--- config.mk ---
export PLATFORM = sky130hd
export DESIGN_NAME = id_ex_stage_reg
export DESIGN_NICKNAME = d
export VERILOG_FILES = /design/src/rtl/cpu_pkg.sv /design/src/rtl/id_ex_stage_reg_sat_counter.sv /design/src/rtl/id_ex_stage_reg.sv
export SDC_FILE = /design/constraint.sdc
export NUM_CORES = 1
export LEC_CHECK = 0
export ABC_AREA = 1
export BUFFER_PORTS_ARGS = -buffer_cell sky130_fd_sc_hd__buf_2
export CELL_PAD_IN_SITES_DETAIL_PLACEMENT = 1
export CELL_PAD_IN_SITES_GLOBAL_PLACEMENT = 1
export CORE_MARGIN = 3
export CORE_UTILIZATION = 35
export DETAILED_ROUTE_END_ITERATION = 16
export PLACE_DENSITY_LB_ADDON = 0.3
export SETUP_SLACK_MARGIN = 0.05
export SLEW_MARGIN = 30
export SYNTH_ARGS = -nofsm -noshare
export SYNTH_HDL_FRONTEND = slang
export SYNTH_SLANG_ARGS = --single-unit
--- constraint.sdc ---
create_clock -name clk_i -period 9.27 [get_ports clk_i]
set_clock_uncertainty 0.15 [all_clocks]
set_input_delay 1.854 -clock clk_i [delete_from_list [all_inputs] [get_ports clk_i]]
set_output_delay 1.854 -clock clk_i [all_outputs]
set_load 0.05 [all_outputs]
--- src/rtl/cpu_pkg.sv ---
// Shared CPU definitions: control-bundle bit positions and register specifier width.
package cpu_pkg;

  localparam int CTRL_W     = 10;
  localparam int REG_ADDR_W = 5;

  // Bit positions inside the {regwrite..aluop} control bundle.
  localparam int CTRL_REGWRITE = 9;
  localparam int CTRL_MEMREAD  = 8;
  localparam int CTRL_MEMWRITE = 7;
  localparam int CTRL_MEMTOREG = 6;
  localparam int CTRL_BRANCH   = 5;
  localparam int CTRL_ALUSRC   = 4;
  localparam int CTRL_REGDST   = 3;
  localparam int ALUOP_MSB     = 2;
  localparam int ALUOP_LSB     = 0;

  typedef logic [REG_ADDR_W-1:0] reg_addr_t;
  typedef logic [CTRL_W-1:0]     ctrl_t;

endpackage

--- src/rtl/id_ex_stage_reg_sat_counter.sv ---
// Saturating up-counter with synchronous clear; sticks at all-ones instead of wrapping.
module sat_counter #(
  parameter int W = 16
) (
  input  logic         clk_i,
  input  logic         rst_i,
  input  logic         inc_i,
  input  logic         clear_i,
  output logic [W-1:0] count_o
);

  logic [W-1:0] count_q, count_d;

  always_comb begin
    count_d = count_q;
    if (clear_i) begin
      count_d = '0;
    end else if (inc_i && (count_q != {W{1'b1}})) begin
      count_d = count_q + {{(W-1){1'b0}}, 1'b1};
    end
  end

  always_ff @(posedge clk_i or posedge rst_i) begin
    if (rst_i) begin
      count_q <= '0;
    end else begin
      count_q <= count_d;
    end
  end

  assign count_o = count_q;

endmodule

--- src/rtl/id_ex_stage_reg.sv ---
// ID/EX pipeline register with load-use hazard detection, branch flush and
// saturating debug counters for stall and flush events.
module id_ex_stage_reg
  import cpu_pkg::*;
#(
  parameter int DATA_W = 32,
  parameter int CNT_W  = 16
) (
  input  logic                  clk_i,
  input  logic                  rst_i,
  input  logic [REG_ADDR_W-1:0] IF_ID_rs,
  input  logic [REG_ADDR_W-1:0] IF_ID_rt,
  input  logic [REG_ADDR_W-1:0] IF_ID_rd,
  input  logic [CTRL_W-1:0]     ctrl_i,
  input  logic [DATA_W-1:0]     rs_data_i,
  input  logic [DATA_W-1:0]     rt_data_i,
  input  logic [DATA_W-1:0]     imm_i,
  input  logic [DATA_W-1:0]     pc4_i,
  input  logic                  flush_i,
  input  logic                  ext_stall_i,
  output logic [CTRL_W-1:0]     ID_EX_ctrl,
  output logic [DATA_W-1:0]     ID_EX_rs_data,
  output logic [DATA_W-1:0]     ID_EX_rt_data,
  output logic [DATA_W-1:0]     ID_EX_imm,
  output logic [DATA_W-1:0]     ID_EX_pc4,
  output logic [REG_ADDR_W-1:0] ID_EX_rs,
  output logic [REG_ADDR_W-1:0] ID_EX_rt,
  output logic [REG_ADDR_W-1:0] ID_EX_rd,
  output logic                  ID_EX_valid,
  output logic                  pc_write_o,
  output logic                  IF_ID_write_o,
  output logic [CNT_W-1:0]      stall_cnt_o,
  output logic [CNT_W-1:0]      flush_cnt_o
);

  ctrl_t             ctrl_q, ctrl_d;
  logic [DATA_W-1:0] rs_data_q, rs_data_d;
  logic [DATA_W-1:0] rt_data_q, rt_data_d;
  logic [DATA_W-1:0] imm_q, imm_d;
  logic [DATA_W-1:0] pc4_q, pc4_d;
  reg_addr_t         rs_q, rs_d;
  reg_addr_t         rt_q, rt_d;
  reg_addr_t         rd_q, rd_d;
  logic              valid_q, valid_d;

  logic hazard;
  logic stall_inc;

  // rt is compared even for instructions that never read it; a spurious stall is harmless.
  assign hazard = valid_q & ctrl_q[CTRL_MEMREAD] & (rt_q != '0) &
                  ((rt_q == IF_ID_rs) | (rt_q == IF_ID_rt));

  assign stall_inc = hazard & ~ext_stall_i & ~flush_i;

  always_comb begin
    ctrl_d    = ctrl_q;
    rs_data_d = rs_data_q;
    rt_data_d = rt_data_q;
    imm_d     = imm_q;
    pc4_d     = pc4_q;
    rs_d      = rs_q;
    rt_d      = rt_q;
    rd_d      = rd_q;
    valid_d   = valid_q;
    if (flush_i || (!ext_stall_i && hazard)) begin
      // Bubble: zero specifiers so it can never match the forwarding comparators.
      ctrl_d    = '0;
      rs_data_d = '0;
      rt_data_d = '0;
      imm_d     = '0;
      pc4_d     = '0;
      rs_d      = '0;
      rt_d      = '0;
      rd_d      = '0;
      valid_d   = 1'b0;
    end else if (!ext_stall_i) begin
      ctrl_d    = ctrl_i;
      rs_data_d = rs_data_i;
      rt_data_d = rt_data_i;
      imm_d     = imm_i;
      pc4_d     = pc4_i;
      rs_d      = IF_ID_rs;
      rt_d      = IF_ID_rt;
      rd_d      = IF_ID_rd;
      valid_d   = 1'b1;
    end
  end

  always_ff @(posedge clk_i or posedge rst_i) begin
    if (rst_i) begin
      ctrl_q    <= '0;
      rs_data_q <= '0;
      rt_data_q <= '0;
      imm_q     <= '0;
      pc4_q     <= '0;
      rs_q      <= '0;
      rt_q      <= '0;
      rd_q      <= '0;
      valid_q   <= 1'b0;
    end else begin
      ctrl_q    <= ctrl_d;
      rs_data_q <= rs_data_d;
      rt_data_q <= rt_data_d;
      imm_q     <= imm_d;
      pc4_q     <= pc4_d;
      rs_q      <= rs_d;
      rt_q      <= rt_d;
      rd_q      <= rd_d;
      valid_q   <= valid_d;
    end
  end

  // A taken branch must let the PC load its target even while a stall is pending.
  assign pc_write_o    = ~(ext_stall_i | hazard) | flush_i;
  assign IF_ID_write_o = ~(ext_stall_i | hazard) | flush_i;

  assign ID_EX_ctrl    = ctrl_q;
  assign ID_EX_rs_data = rs_data_q;
  assign ID_EX_rt_data = rt_data_q;
  assign ID_EX_imm     = imm_q;
  assign ID_EX_pc4     = pc4_q;
  assign ID_EX_rs      = rs_q;
  assign ID_EX_rt      = rt_q;
  assign ID_EX_rd      = rd_q;
  assign ID_EX_valid   = valid_q;

  sat_counter #(.W(CNT_W)) u_stall_cnt (
    .clk_i   (clk_i),
    .rst_i   (rst_i),
    .inc_i   (stall_inc),
    .clear_i (1'b0),
    .count_o (stall_cnt_o)
  );

  sat_counter #(.W(CNT_W)) u_flush_cnt (
    .clk_i   (clk_i),
    .rst_i   (rst_i),
    .inc_i   (flush_i),
    .clear_i (1'b0),
    .count_o (flush_cnt_o)
  );

endmodule

==> summary.md <==
| Metric | Value |
|---|---|
| Hold Path Stages | `2` |
| CTS sink cnt | `~190` |
| Worst path slowest cell | `nand2_4` |
| Critical path cell sequence | `buf_2 > nand2_1 > inv_1 > nor2_1 > nor2_1 > nand3_1 > nand2_4 > nand2_4 > inv_1 > o21ai_0 > buf_2` |
| Gpl congestion | `0.810` |
| Clock-pin transition on the worst setup and hold timing paths | `approximately 70 ps` |
| Share of post-route cells with drive strength above 1 | `31.6%` |
| Initial Util | `36.2%` |
| Final hold violations | `0` |
| # IOs | `345` |
| Global-route wire length before repair | `approximately 46,000 µm` |
| Post-DP HPWL | `approximately 20,000 µm` |
| Antenna Violating Nets Remaining | `0` |
| Nets | `1,411` |
| Setup Buffers After CTS | `0` |
| Synthesized area | `~0.0083 mm²` |
| Fmax | `174 MHz` |
| Post-CTS sizing | `0` |
| Rel. slew slack | `between 30% and 40%` |
| Vias per inst | `~5` |
| Crit share post-route | `between 60% and 70%` |
| Mean post-synth cell area | `8.76 µm²` |
| Worst Setup Start Kind | `primary input` |
| Delay-heaviest family, CP | `simple AND/OR/NAND/NOR gates` |
| Gr usage total | `roughly 22%` |
| Worst reg2reg setup slack | `6500 ps` |
| Syn_nets | `between 1,000 and 1,500` |
| Crit path max fanout | `81` |
| Max-cap violation count | `0` |
| Pins over their slew limit | `0` |
| Power per cell area | `193 mW/mm²` |
| Setup violations, final | `0` |
| Syn Inst Count | `about 950` |
| Crit Path Class | `in -> out` |
| Total routed wirelength | `between 20,000 and 30,000 µm` |
| Unique masters post-synth | `27` |
| DIE AREA | `approximately 0.026 mm²` |
| FF+latch count, synth | `approximately 190` |
| Die height | `160 µm` |
| Measured slew at the worst slew-check pin | `around 920 ps` |
| Most frequent cells in the layout | `343 x buf_2, 306 x nand3_1, 260 x nand2_1` |
| Most common cell after layout, fill and taps aside | `buf_2` |
| Synth area leaders | `dfrtp_1 56%, nand3_1 18%, nand2_1 12%, buf_6 2.0%, clkbuf_1 1.5%` |
| Final setup TNS | `0 ps` |
| Period minus WS final | `roughly 5700 ps` |
| Synth top area share | `55.8%` |
| Routed len/inst | `approximately 18 µm` |
| Hold Crit Start | `ID_EX_imm[17]$_DFFE_PP0P_` |
| DR iter-0 viols | `between 500 and 600` |
| Count of input and output buffers | `roughly 340` |
| Htree depth | `4` |
| Root Driver | `clkbuf_16` |
| Total number of vias | `about 7,900` |
| VDD IR max | `between 0.00009 and 0.0001 V` |
| Synth area leader | `dfrtp_1` |
| RR Startpoint | `ID_EX_rt[0]$_DFFE_PP0P_` |
| Initial antenna violation count | `0` |
| Outcome | `completed` |
| Final setup margin | `~3500 ps` |
| CTS buffer count | `17` |
| Ys Warns | `0` |
| # hold bufs at CTS | `0` |
| Grt ovf | `0` |
| DRC viols | `0` |
| Largest net degree at the start of global routing | `around 120` |
| Reg-to-reg endpoint | `ID_EX_rt_data[3]$_DFFE_PP0P_` |
| Reg2reg path depth | `8` |
| Post-synthesis sequential area ratio | `between 50% and 60%` |
| Detailed Routing Iterations Pass 1 | `4` |
| Fill count | `roughly 2,800` |
| CTS tree | `yes` |
| Antenna fix cells | `0` |
| Setup slack at placement | `approximately 3500 ps` |
| Die Wd | `160 µm` |
| CORE AREA | `about 0.023 mm²` |
| Hold Crit Class | `reg -> reg` |
| Worst Hold Endpoint | `ID_EX_imm[17]$_DFFE_PP0P_` |
| Worst Path Buf+Inv | `4` |
| Worst EP required | `a little over 7000 ps` |
| Slowest Stage Delay on Critical Path | `640 ps` |
| Clk buf depth | `2` |
| Row count | `55` |
| Worst skew pair latency | `approximately 430 ps` |
| WP data arrival | `~3700 ps` |
| Vias in the first global route | `about 8,500` |
| RSZ-0062 raised after global routing | `no` |
| Static leakage | `6.22 nW` |
| Worst setup EP type | `output port` |
| Layout area overhead | `28.2%` |
registers in the layout, summed over array words and instances (netlist names):
name and count:
ID_EX_ctrl 10, ID_EX_imm 32, ID_EX_pc4 32, ID_EX_rd 5
ID_EX_rs 5, ID_EX_rs_data 32, ID_EX_rt 5, ID_EX_rt_data 32
ID_EX_valid 1, u_flush_cnt.count_o 16, u_stall_cnt.count_o 16
metal layers:
metal | part of all wire, % | routed length (µm) | vias to the layer above | global-route usage (%)
met5 | 0 | 0 | - | 0
li1 | - | - | 3734 | -
met2 | 49 | 13800 | 260 | 36.5
met4 | 2.5 | 693 | 0 | 7.14
met3 | 6.3 | 1780 | 41 | 5.70
met1 | 42 | 12000 | 3895 | 27.4
metrics by stage:
stage	hold slack (ps)	total power, W	cells	area, µm²	util, %
after global placement	335	0.00135	1546	10100	43.9
after CTS	357	0.00209	1578	10700	46.4
after global routing	387	0.00216	1578	10700	46.4
after detailed placement	338	0.00136	1546	10100	43.9
after floorplan	627	0.00122	952	8340	-
final	351	0.00206	1578	10700	46.4
cell usage after synthesis:
library cell / number
and3_1: 1
buf_1: 4
buf_2: 15
buf_4: 2
buf_6: 15
clkbuf_1: 33
dfrtp_1: 186
ha_1: 2
inv_1: 28
inv_2: 6
nand2_1: 260
nand2_2: 1
nand2_4: 2
nand3_1: 306
nand3_2: 3
nand3b_1: 1
nand4_1: 6
nand4_4: 1
nor2_1: 27
nor2_2: 1
nor2_4: 3
nor3_1: 7
nor3b_1: 1
o21ai_0: 10
o22ai_1: 3
xnor2_1: 14
xor2_1: 14
worst max-delay path by stage:
stage                                           end  depth (start not counted)        start
after floorplan           ID_EX_ctrl[0]$_DFFE_PP0P_                          1        rst_i
after global placement                   pc_write_o                         11  IF_ID_rt[0]
after detailed placement                 pc_write_o                         11  IF_ID_rt[0]
after CTS                                pc_write_o                         11  IF_ID_rt[0]
after global routing                     pc_write_o                         11  IF_ID_rt[0]
final                                    pc_write_o                         11  IF_ID_rt[0]
worst reg2reg max path, stage by stage, from the launching register on:
cell and delay [ps]:
dfrtp_1 440, nor2_1 170, nand4_1 100, nand3_1 80, inv_1 110, nand2_4 660, buf_4 710, nand3_1 180
nand2_1 120
power breakdown:
part           internal, W  switching [W]
Combinational     0.000100       0.000332
Sequential        0.000864      0.0000399
Clock             0.000372       0.000354
cell type report:
type,instances,area [µm²],area share (%)
flip-flops and latches,186,4650,43.5
multi-input cells,663,3160,29.6
repair buffers,350,1770,16.6
clock buffers,19,453,4.23
well taps,313,392,3.66
inverters,34,138,1.29
clock inverters,13,124,1.16
logic make-up (layout without fill, tap and decap cells):
kind of cell	after synthesis	after routing	share of synthesized area [%]
AOI/OAI and AO/OA	13	13	0.825
DFF	186	186	55.8
and+or+nand+nor	620	620	33.8
adders and majority gates	2	2	0.300
xor gates and xnor gates	28	28	2.94
buffers and inverters	103	416	6.30
Note: power is estimated with default switching activity, not from simulation.
